[src/rtl/la_pdfd_pkg.sv]
// Shared types, slicer thresholds and symbol helpers for the PAM-5 look-ahead DFE.
package la_pdfd_pkg;

    localparam int unsigned Lanes = 4;
    localparam int unsigned NTaps = 14;
    localparam int unsigned SW    = 8;
    localparam int          Level = 32;
    // 14 bits covers |sample| + 14 * 128 * 2 with margin.
    localparam int unsigned EqW   = 14;

    typedef logic signed [2:0]     sym_t;
    typedef logic signed [EqW-1:0] eq_t;

    localparam eq_t ThLo = eq_t'(Level / 2);
    localparam eq_t ThHi = eq_t'(Level + Level / 2);

    function automatic sym_t slice(input eq_t eq);
        if (eq >= ThHi)       return sym_t'(2);
        else if (eq >= ThLo)  return sym_t'(1);
        else if (eq > -ThLo)  return sym_t'(0);
        else if (eq > -ThHi)  return sym_t'(-1);
        else                  return sym_t'(-2);
    endfunction

    // bit1 = sign, bit0 = outer level.
    function automatic logic [1:0] sym_bits(input sym_t d);
        return {d[2], (d == sym_t'(2)) || (d == sym_t'(-2))};
    endfunction

endpackage

[src/rtl/la_pdfd_lane.sv]
// One lane: decision history, look-ahead ISI cancellation and PAM-5 slicer.
module la_pdfd_lane
    import la_pdfd_pkg::*;
(
    input  logic                 clock,
    input  logic                 reset,
    input  logic signed [SW-1:0] sample_i,
    input  logic signed [SW-1:0] taps_i [NTaps],
    output sym_t                 sym_o,
    output logic [1:0]           bits_o
);

    sym_t h_q [NTaps];
    sym_t h_d [NTaps];
    eq_t  partial;
    eq_t  cand [5];
    eq_t  isi;
    eq_t  eq;

    always_comb begin
        partial = '0;
        for (int k = 1; k < NTaps; k++) begin
            partial = partial + eq_t'(taps_i[k]) * eq_t'(h_q[k]);
        end
        // Newest-tap term precomputed for every possible h[0], then selected.
        for (int j = 0; j < 5; j++) begin
            cand[j] = partial + eq_t'(taps_i[0]) * eq_t'(j - 2);
        end
        case (h_q[0])
            sym_t'(-2): isi = cand[0];
            sym_t'(-1): isi = cand[1];
            sym_t'(1):  isi = cand[3];
            sym_t'(2):  isi = cand[4];
            default:    isi = cand[2];
        endcase
        eq     = eq_t'(sample_i) - isi;
        sym_o  = slice(eq);
        bits_o = sym_bits(sym_o);
        h_d[0] = sym_o;
        for (int k = 1; k < NTaps; k++) begin
            h_d[k] = h_q[k-1];
        end
    end

    always_ff @(posedge clock) begin
        if (reset) begin
            for (int k = 0; k < NTaps; k++) begin
                h_q[k] <= '0;
            end
        end else begin
            h_q <= h_d;
        end
    end

endmodule

[src/rtl/la_pdfd.sv]
// Four-lane look-ahead decision-feedback decoder packing PAM-5 decisions into bytes.
module la_pdfd
    import la_pdfd_pkg::*;
(
    input  logic              clock,
    input  logic              reset,
    input  logic signed [7:0] io_rxSamples_0,
    input  logic signed [7:0] io_rxSamples_1,
    input  logic signed [7:0] io_rxSamples_2,
    input  logic signed [7:0] io_rxSamples_3,
    input  logic signed [7:0] io_taps_0,
    input  logic signed [7:0] io_taps_1,
    input  logic signed [7:0] io_taps_2,
    input  logic signed [7:0] io_taps_3,
    input  logic signed [7:0] io_taps_4,
    input  logic signed [7:0] io_taps_5,
    input  logic signed [7:0] io_taps_6,
    input  logic signed [7:0] io_taps_7,
    input  logic signed [7:0] io_taps_8,
    input  logic signed [7:0] io_taps_9,
    input  logic signed [7:0] io_taps_10,
    input  logic signed [7:0] io_taps_11,
    input  logic signed [7:0] io_taps_12,
    input  logic signed [7:0] io_taps_13,
    output logic [7:0]        io_rxData,
    output logic              io_rxValid
);

    logic signed [SW-1:0] taps    [NTaps];
    logic signed [SW-1:0] samples [Lanes];
    sym_t                 sym     [Lanes];
    logic [1:0]           bits    [Lanes];
    logic [7:0]           data_d, data_q;
    logic                 valid_d, valid_q;

    assign taps = '{io_taps_0, io_taps_1, io_taps_2, io_taps_3, io_taps_4, io_taps_5,
                    io_taps_6, io_taps_7, io_taps_8, io_taps_9, io_taps_10, io_taps_11,
                    io_taps_12, io_taps_13};
    assign samples = '{io_rxSamples_0, io_rxSamples_1, io_rxSamples_2, io_rxSamples_3};

    for (genvar i = 0; i < Lanes; i++) begin : g_lane
        la_pdfd_lane u_lane (
            .clock    (clock),
            .reset    (reset),
            .sample_i (samples[i]),
            .taps_i   (taps),
            .sym_o    (sym[i]),
            .bits_o   (bits[i])
        );
    end

    always_comb begin
        data_d  = '0;
        valid_d = 1'b1;
        for (int i = 0; i < Lanes; i++) begin
            data_d[2*i +: 2] = bits[i];
            if (sym[i] == sym_t'(0)) valid_d = 1'b0;
        end
    end

    always_ff @(posedge clock) begin
        if (reset) begin
            data_q  <= '0;
            valid_q <= 1'b0;
        end else begin
            data_q  <= data_d;
            valid_q <= valid_d;
        end
    end

    assign io_rxData  = data_q;
    assign io_rxValid = valid_q;

endmodule

[config.mk]
export PLATFORM = sky130hd
export DESIGN_NAME = la_pdfd
export DESIGN_NICKNAME = d
export VERILOG_FILES = /design/src/rtl/la_pdfd_pkg.sv /design/src/rtl/la_pdfd_lane.sv /design/src/rtl/la_pdfd.sv
export SDC_FILE = /design/constraint.sdc
export NUM_CORES = 2
export LEC_CHECK = 0
export ABC_CLOCK_PERIOD_IN_PS = 22800
export BUFFER_PORTS_ARGS = -buffer_cell sky130_fd_sc_hd__clkbuf_2
export CORE_UTILIZATION = 59
export CTS_CLUSTER_SIZE = 8
export DETAILED_ROUTE_END_ITERATION = 7
export PLACE_DENSITY = 0.81
export SLEW_MARGIN = 20
export SYNTH_ARGS = -nofsm -noshare
export SYNTH_HDL_FRONTEND = slang
export SYNTH_HIERARCHICAL = 1
export SYNTH_SLANG_ARGS = --single-unit
export TNS_END_PERCENT = 100
[constraint.sdc]
create_clock -name clock -period 22.8 [get_ports clock]
set_input_delay 1.14 -clock clock [delete_from_list [all_inputs] [get_ports clock]]
set_output_delay 1.14 -clock clock [all_outputs]
set_load 0.05 [all_outputs]
After elaboration in Yosys (flattened, before gate mapping). Cells that the tools add are included.

Bits in writable memories: 0. Flip-flop bits (word level): 177. Memory bits (read-only): 0. Memories kept: 0. Bits of input ports: 146. Bits in latches: 0.

Bitwise logic cells: 0. Shift operators: 0. Magnitude comparators: 16. Divide/modulo/power cells: 0. Multiplexer cells: 21. Equal/unequal tests: 24. $add $sub $neg: 70. $mul: 52. Reduce and logical (&&, ||, !) cells: 9.

Operators by type and width (count): adder 14 bit (56); multiplier 8 x 3 -> 11 bit (52); case mux 14 bit (4 select lines) (4); adder 14 x 8 -> 14 bit (4); adder 14 x 9 -> 14 bit (4); >= comparator 14 x 6 -> 1 bit, second input constant (4); >= comparator 14 x 7 -> 1 bit, second input constant (4); greater-than comparator 14 x 5 -> 1 bit, second input constant (4); greater-than comparator 14 x 7 -> 1 bit, second input constant (4); subtractor 8 x 14 -> 14 bit (4); == test 3 bit, second input constant (12); two-way mux 3 bit (12); == test 3 x 2 -> 1 bit, second input constant (8); negator 8 -> 14 bit (1); negator 8 -> 13 bit (1); == test 3 x 1 -> 1 bit, second input constant (4); zero test 3 bit (4); two-way mux 1 bit (5); logical OR 1 bit (4); OR reduction 4 bit (1).

Logic depth before layout (Yosys ltp).
Depth in word-level cells: 23. Gate-level depth with buffers: 46. Depth with buffers taken out: 44.

Modules after synthesis. Netlist, hierarchy kept.

Modules (own cells, without submodules): la_pdfd_lane (g_lane[1].u_lane) (instances 1, area an instance 15366.0 µm², cells each 1658, seq. area each 840.8 µm²); la_pdfd_lane (g_lane[0].u_lane) (instances 1, area an instance 15348.5 µm², cells each 1635, seq. area each 840.8 µm²); la_pdfd_lane (g_lane[3].u_lane) (instances 1, area an instance 15265.9 µm², cells each 1640, seq. area each 840.8 µm²); la_pdfd_lane (g_lane[2].u_lane) (instances 1, area an instance 15219.6 µm², cells each 1619, seq. area each 840.8 µm²); la_pdfd (instances 1, area an instance 260.2 µm², cells each 22, seq. area each 180.2 µm²).

Least setup slack after synthesis. OpenSTA, ideal clock, no wires.

Kind: input to register. From: input io_taps_12[2]. To: register valid_q (netlist: io_rxValid). Required time: 22.708 ns. Data arrival time: 10.972 ns. Cell stages on the path: 41. Setup time: 0.092 ns. Slack: 11.736 ns. Cells stage by stage: nand2b_1 fa_1 inv_1 fa_1 inv_1 fa_1 inv_1 fa_1 inv_1 fa_1 inv_1 fa_1 fa_1 inv_1 fa_1 inv_1 ha_1 and3_1 [... 5 more ...] a2111oi_0 nor2_1 a21oi_1 xnor2_1 a221oi_1 ha_1 and4_1 o21ai_0 o21ba_2 or3_4 a311oi_2 xnor3_2 xnor2_4 mux2_2 inv_1 buf_4 nor3_1 nor4_1.

RTL lines: start: declaration (line la_pdfd.sv:23) `input logic signed [7:0] io_taps_12,`; end signal: assignment (line la_pdfd.sv:67) `valid_q <= valid_d;`; end: declaration (line la_pdfd.sv:34) `logic valid_d, valid_q;`.

==> results.sh <==
export IMPL_crit_top_cell="fa_1"
export IMPL_clk_pin_slew_ns=0.08
export IMPL_max_clock_freq_mhz=79.28
export IMPL_cts_path_max_buffers=2
export IMPL_grt_usage=0.3878
export IMPL_muxShareOfSynthArea=0.006230
export IMPL_path_buf_inv=8
export IMPL_dp_hpwl_um=168000
export IMPL_synth_top_family_by_area="adder cells"
export IMPL_dp_slack_ns=9.869
export IMPL_rsz0062_at_grt="no"
export IMPL_layout_min_cycle_time_ns=12.61
export IMPL_die_h_um=324.8
export IMPL_drive_gt1_frac=0.04360
export IMPL_synthSimpleGateAreaFrac=0.1616
export IMPL_clock_latency_ns=0.55
export IMPL_ys_flop_type="dfxtp_1"
export IMPL_syn_nets=8632
export IMPL_boundaryPins=155
export IMPL_critPathTopFamily="adder cells"
export IMPL_setup_ws_ns=10.19
export IMPL_grt_pass1_vias=49638
export IMPL_syn_to_final_growth_pct=4.338
export IMPL_async_flop_share=0
export IMPL_clock_sinks=177
export IMPL_drt_iter0_drc=4678
export IMPL_netlist_area_sq_um=61460
export IMPL_viasPerCell=5.818
export IMPL_start_util=0.5947
export IMPL_cts_setup_buffers=0
export IMPL_synth_xor_area_frac=0.04239
export IMPL_grt_ovfl_total=0
export IMPL_synth_adder_area_share=0.5681
export IMPL_syn_inst=6574
export IMPL_drt_pass1_iter_count=6
export IMPL_cts_tree="yes"
export IMPL_holdCritPathClass="flip-flop to flip-flop"
export IMPL_hold_viol=0
export IMPL_synth_seq_cells=177
export IMPL_cp_start_kind="primary input"
export IMPL_post_route_drc_count=0
export IMPL_relSlewSlack=0.3493
export IMPL_die_w_um=324.8
export IMPL_cts_hold_buffers_added=0
export IMPL_cts_buffers=17
export IMPL_total_power_uw=3943
export IMPL_yosys_cell_types_count=94
export IMPL_p_leak_uw=0.03235
export IMPL_fin_crit_sh=0.5532
export IMPL_place_congestion=1.059
export IMPL_io_buffers=154
export IMPL_crit_slowest_cell="nor3_2"
export IMPL_die_area_sq_um=105500
export IMPL_cts_htree_levels=4
export IMPL_grt_max_degree=57
export IMPL_layout_nets=8697
export IMPL_ctsResizeCount=0
export IMPL_synth_edf_count=0
export IMPL_status="finished, final reports clean"
export IMPL_syn_area_per_cell_sq_um=9.349
export IMPL_ys_seq_area_frac=0.05765
export IMPL_grt_pass1_wl_um=300800
export IMPL_path_max_fanout=12
export IMPL_ir_worst_vdd_mv=0.1279
export IMPL_pwr_density_cell_nw_per_um2=61.49
export IMPL_antenna_found_initial=20
export IMPL_yosysWarningCount=6
export IMPL_cts_root_buffer_cell="clkbuf_16"
export IMPL_tns_ns=0
export IMPL_vias=46770
export IMPL_setup_viol=0
export IMPL_drv_slew=0
export IMPL_synth_compound_area_share=0.05879
export IMPL_crit_arrival_ns=12.99
export IMPL_ant_nets=0
export IMPL_crit_path_max_incr_delay_ns=0.81
export IMPL_skew_ns=0.01810
export IMPL_worstPathRequired_ns=23.18
export IMPL_routedWlPerCell_um=24.53
export IMPL_tightest_slew_ns=0.9708
export IMPL_crit_path_end_kind="flip-flop"
export IMPL_maxCapViolCount=0
export IMPL_wl_um=197200
export IMPL_rows=118
export IMPL_core_sq_um=103300
export IMPL_crit_type="primary input to flip-flop"
## routing by layer
metal  up-vias  GRT usage  wire, um  share of wire
li1      19735          -         -              -
met1     23564     0.4912     70220           0.36
met2      2769     0.5813     85990           0.44
met3       680     0.1319     26930           0.14
met4        22     0.2219     13880          0.070
met5         -          0       166        0.00084
## Yosys cell counts (16+ instances only)
master / n / area, sq um
nand2b_1: 223 / 1395
o21ai_0: 121 / 605.6
dfxtp_1: 177 / 3543
fa_1: 1464 / 29310
ha_1: 448 / 5605
xnor2_1: 169 / 1480
mux2_2: 26 / 292.8
and2_1: 475 / 2972
inv_1: 1584 / 5946
nor3_1: 59 / 295.3
xor2_1: 117 / 1025
o21bai_1: 30 / 225.2
o21a_1: 20 / 150.1
clkbuf_1: 102 / 382.9
buf_4: 16 / 120.1
o22ai_1: 26 / 162.7
nor2b_1: 225 / 1408
nand2_1: 485 / 1821
nor2_1: 275 / 1032
or3_1: 19 / 118.9
a211oi_1: 19 / 142.6
a21o_1: 55 / 412.9
nand3_1: 24 / 120.1
or2_2: 25 / 156.4
a21oi_1: 162 / 810.8
## worst reg2reg max path: cells and delay by family (launching register included)
family                   cells  cell delay, ns
AO/OA/AOI/OAI               10            2.66
XOR/XNOR                     4            0.90
adder cells (fa/ha/maj)     11            5.29
buffers and inverters        3            0.54
flip-flops                   1            0.63
AND/OR/NAND/NOR              8            2.40
## path summary, 6_finish.rpt
check	depth (start not counted)	startpoint	to	slack [ns]
worst max-delay path	41	io_taps_13[2]	io_rxValid$_SDFF_PP0_	10.19
worst min-delay path	1	g_lane[3].u_lane/h_d[36]$_SDFF_PP0_	g_lane[3].u_lane/h_d[33]$_SDFF_PP0_	0.53
worst max register to register	36	g_lane[0].u_lane/h_d[32]$_SDFF_PP0_	io_rxValid$_SDFF_PP0_	10.21
worst min register to register	1	g_lane[3].u_lane/h_d[36]$_SDFF_PP0_	g_lane[3].u_lane/h_d[33]$_SDFF_PP0_	0.53
## where the power goes
part | leakage, uW | internal (uW) | switching, uW
logic | 0.0307 | 1350 | 1910
registers | 0.00143 | 326 | 33.6
clock network | 0.000264 | 149 | 172
total | 0.0323 | 1830 | 2110
## logic make-up (layout without fill, tap and decap cells)
group                    count (synthesis)  after routing
AND/OR/NAND/NOR                       1887           1887
buffers and inverters                 1708           1786
AO/OA/AOI/OAI                          564            564
other                                    0              7
multiplexers                            35             35
XOR/XNOR                               291            291
flip-flops                             177            177
adder cells (fa/ha/maj)               1912           1912
## registers in the layout, summed over array words and instances, names as in the netlist
signal	cells
io_rxValid	1
g_lane.u_lane/h_d	156
g_lane.u_lane/h_q	12
io_rxData	8
## through the flow
stage / hold WS (ns) / utilization / cells / area [sq um]
2_1_floorplan: 0.4843 / - / 6574 / 61460
3_3_place_gp: 0.5053 / 0.6149 / 8000 / 63550
3_5_place_dp: 0.5127 / 0.6150 / 8000 / 63560
4_1_cts: 0.5292 / 0.6203 / 8032 / 64110
5_1_grt: 0.5402 / 0.6203 / 8033 / 64110
6_report: 0.5277 / 0.6205 / 8039 / 64130
## area by class of cell
class,count,area [sq um]
Timing Repair Buffer,166,867.1
Clock inverter,10,76.32
Sequential cell,177,3543
Inverter,1588,5961
Fill cell,8568,39220
Clock buffer,22,474.2
Tap cell,1380,1727
Antenna cell,7,17.52
Multi-Input combinational cell,4689,51460
## cells in the final DEF (no fill, tap or decap), drive strengths merged, types with 9 or more instances in the layout
master     n
mux2i      9
a211oi    22
nor2b    225
o21bai    30
xor2     117
and3      16
or3       22
o21ai    138
o31ai     13
a31oi     16
clkbuf   175
buf       13
nand2b   223
a21o      55
nand3     24
a21oi    166
or2       27
dfxtp    177
nor4      12
o22ai     26
ha       448
nor2     276
o21a      20
and2     477
or4        9
o211ai     9
a221oi    14
inv     1587
xnor2    173
mux2      26
fa      1464
nor3      61
nand2    485
Power figures use the tool's default switching activity.
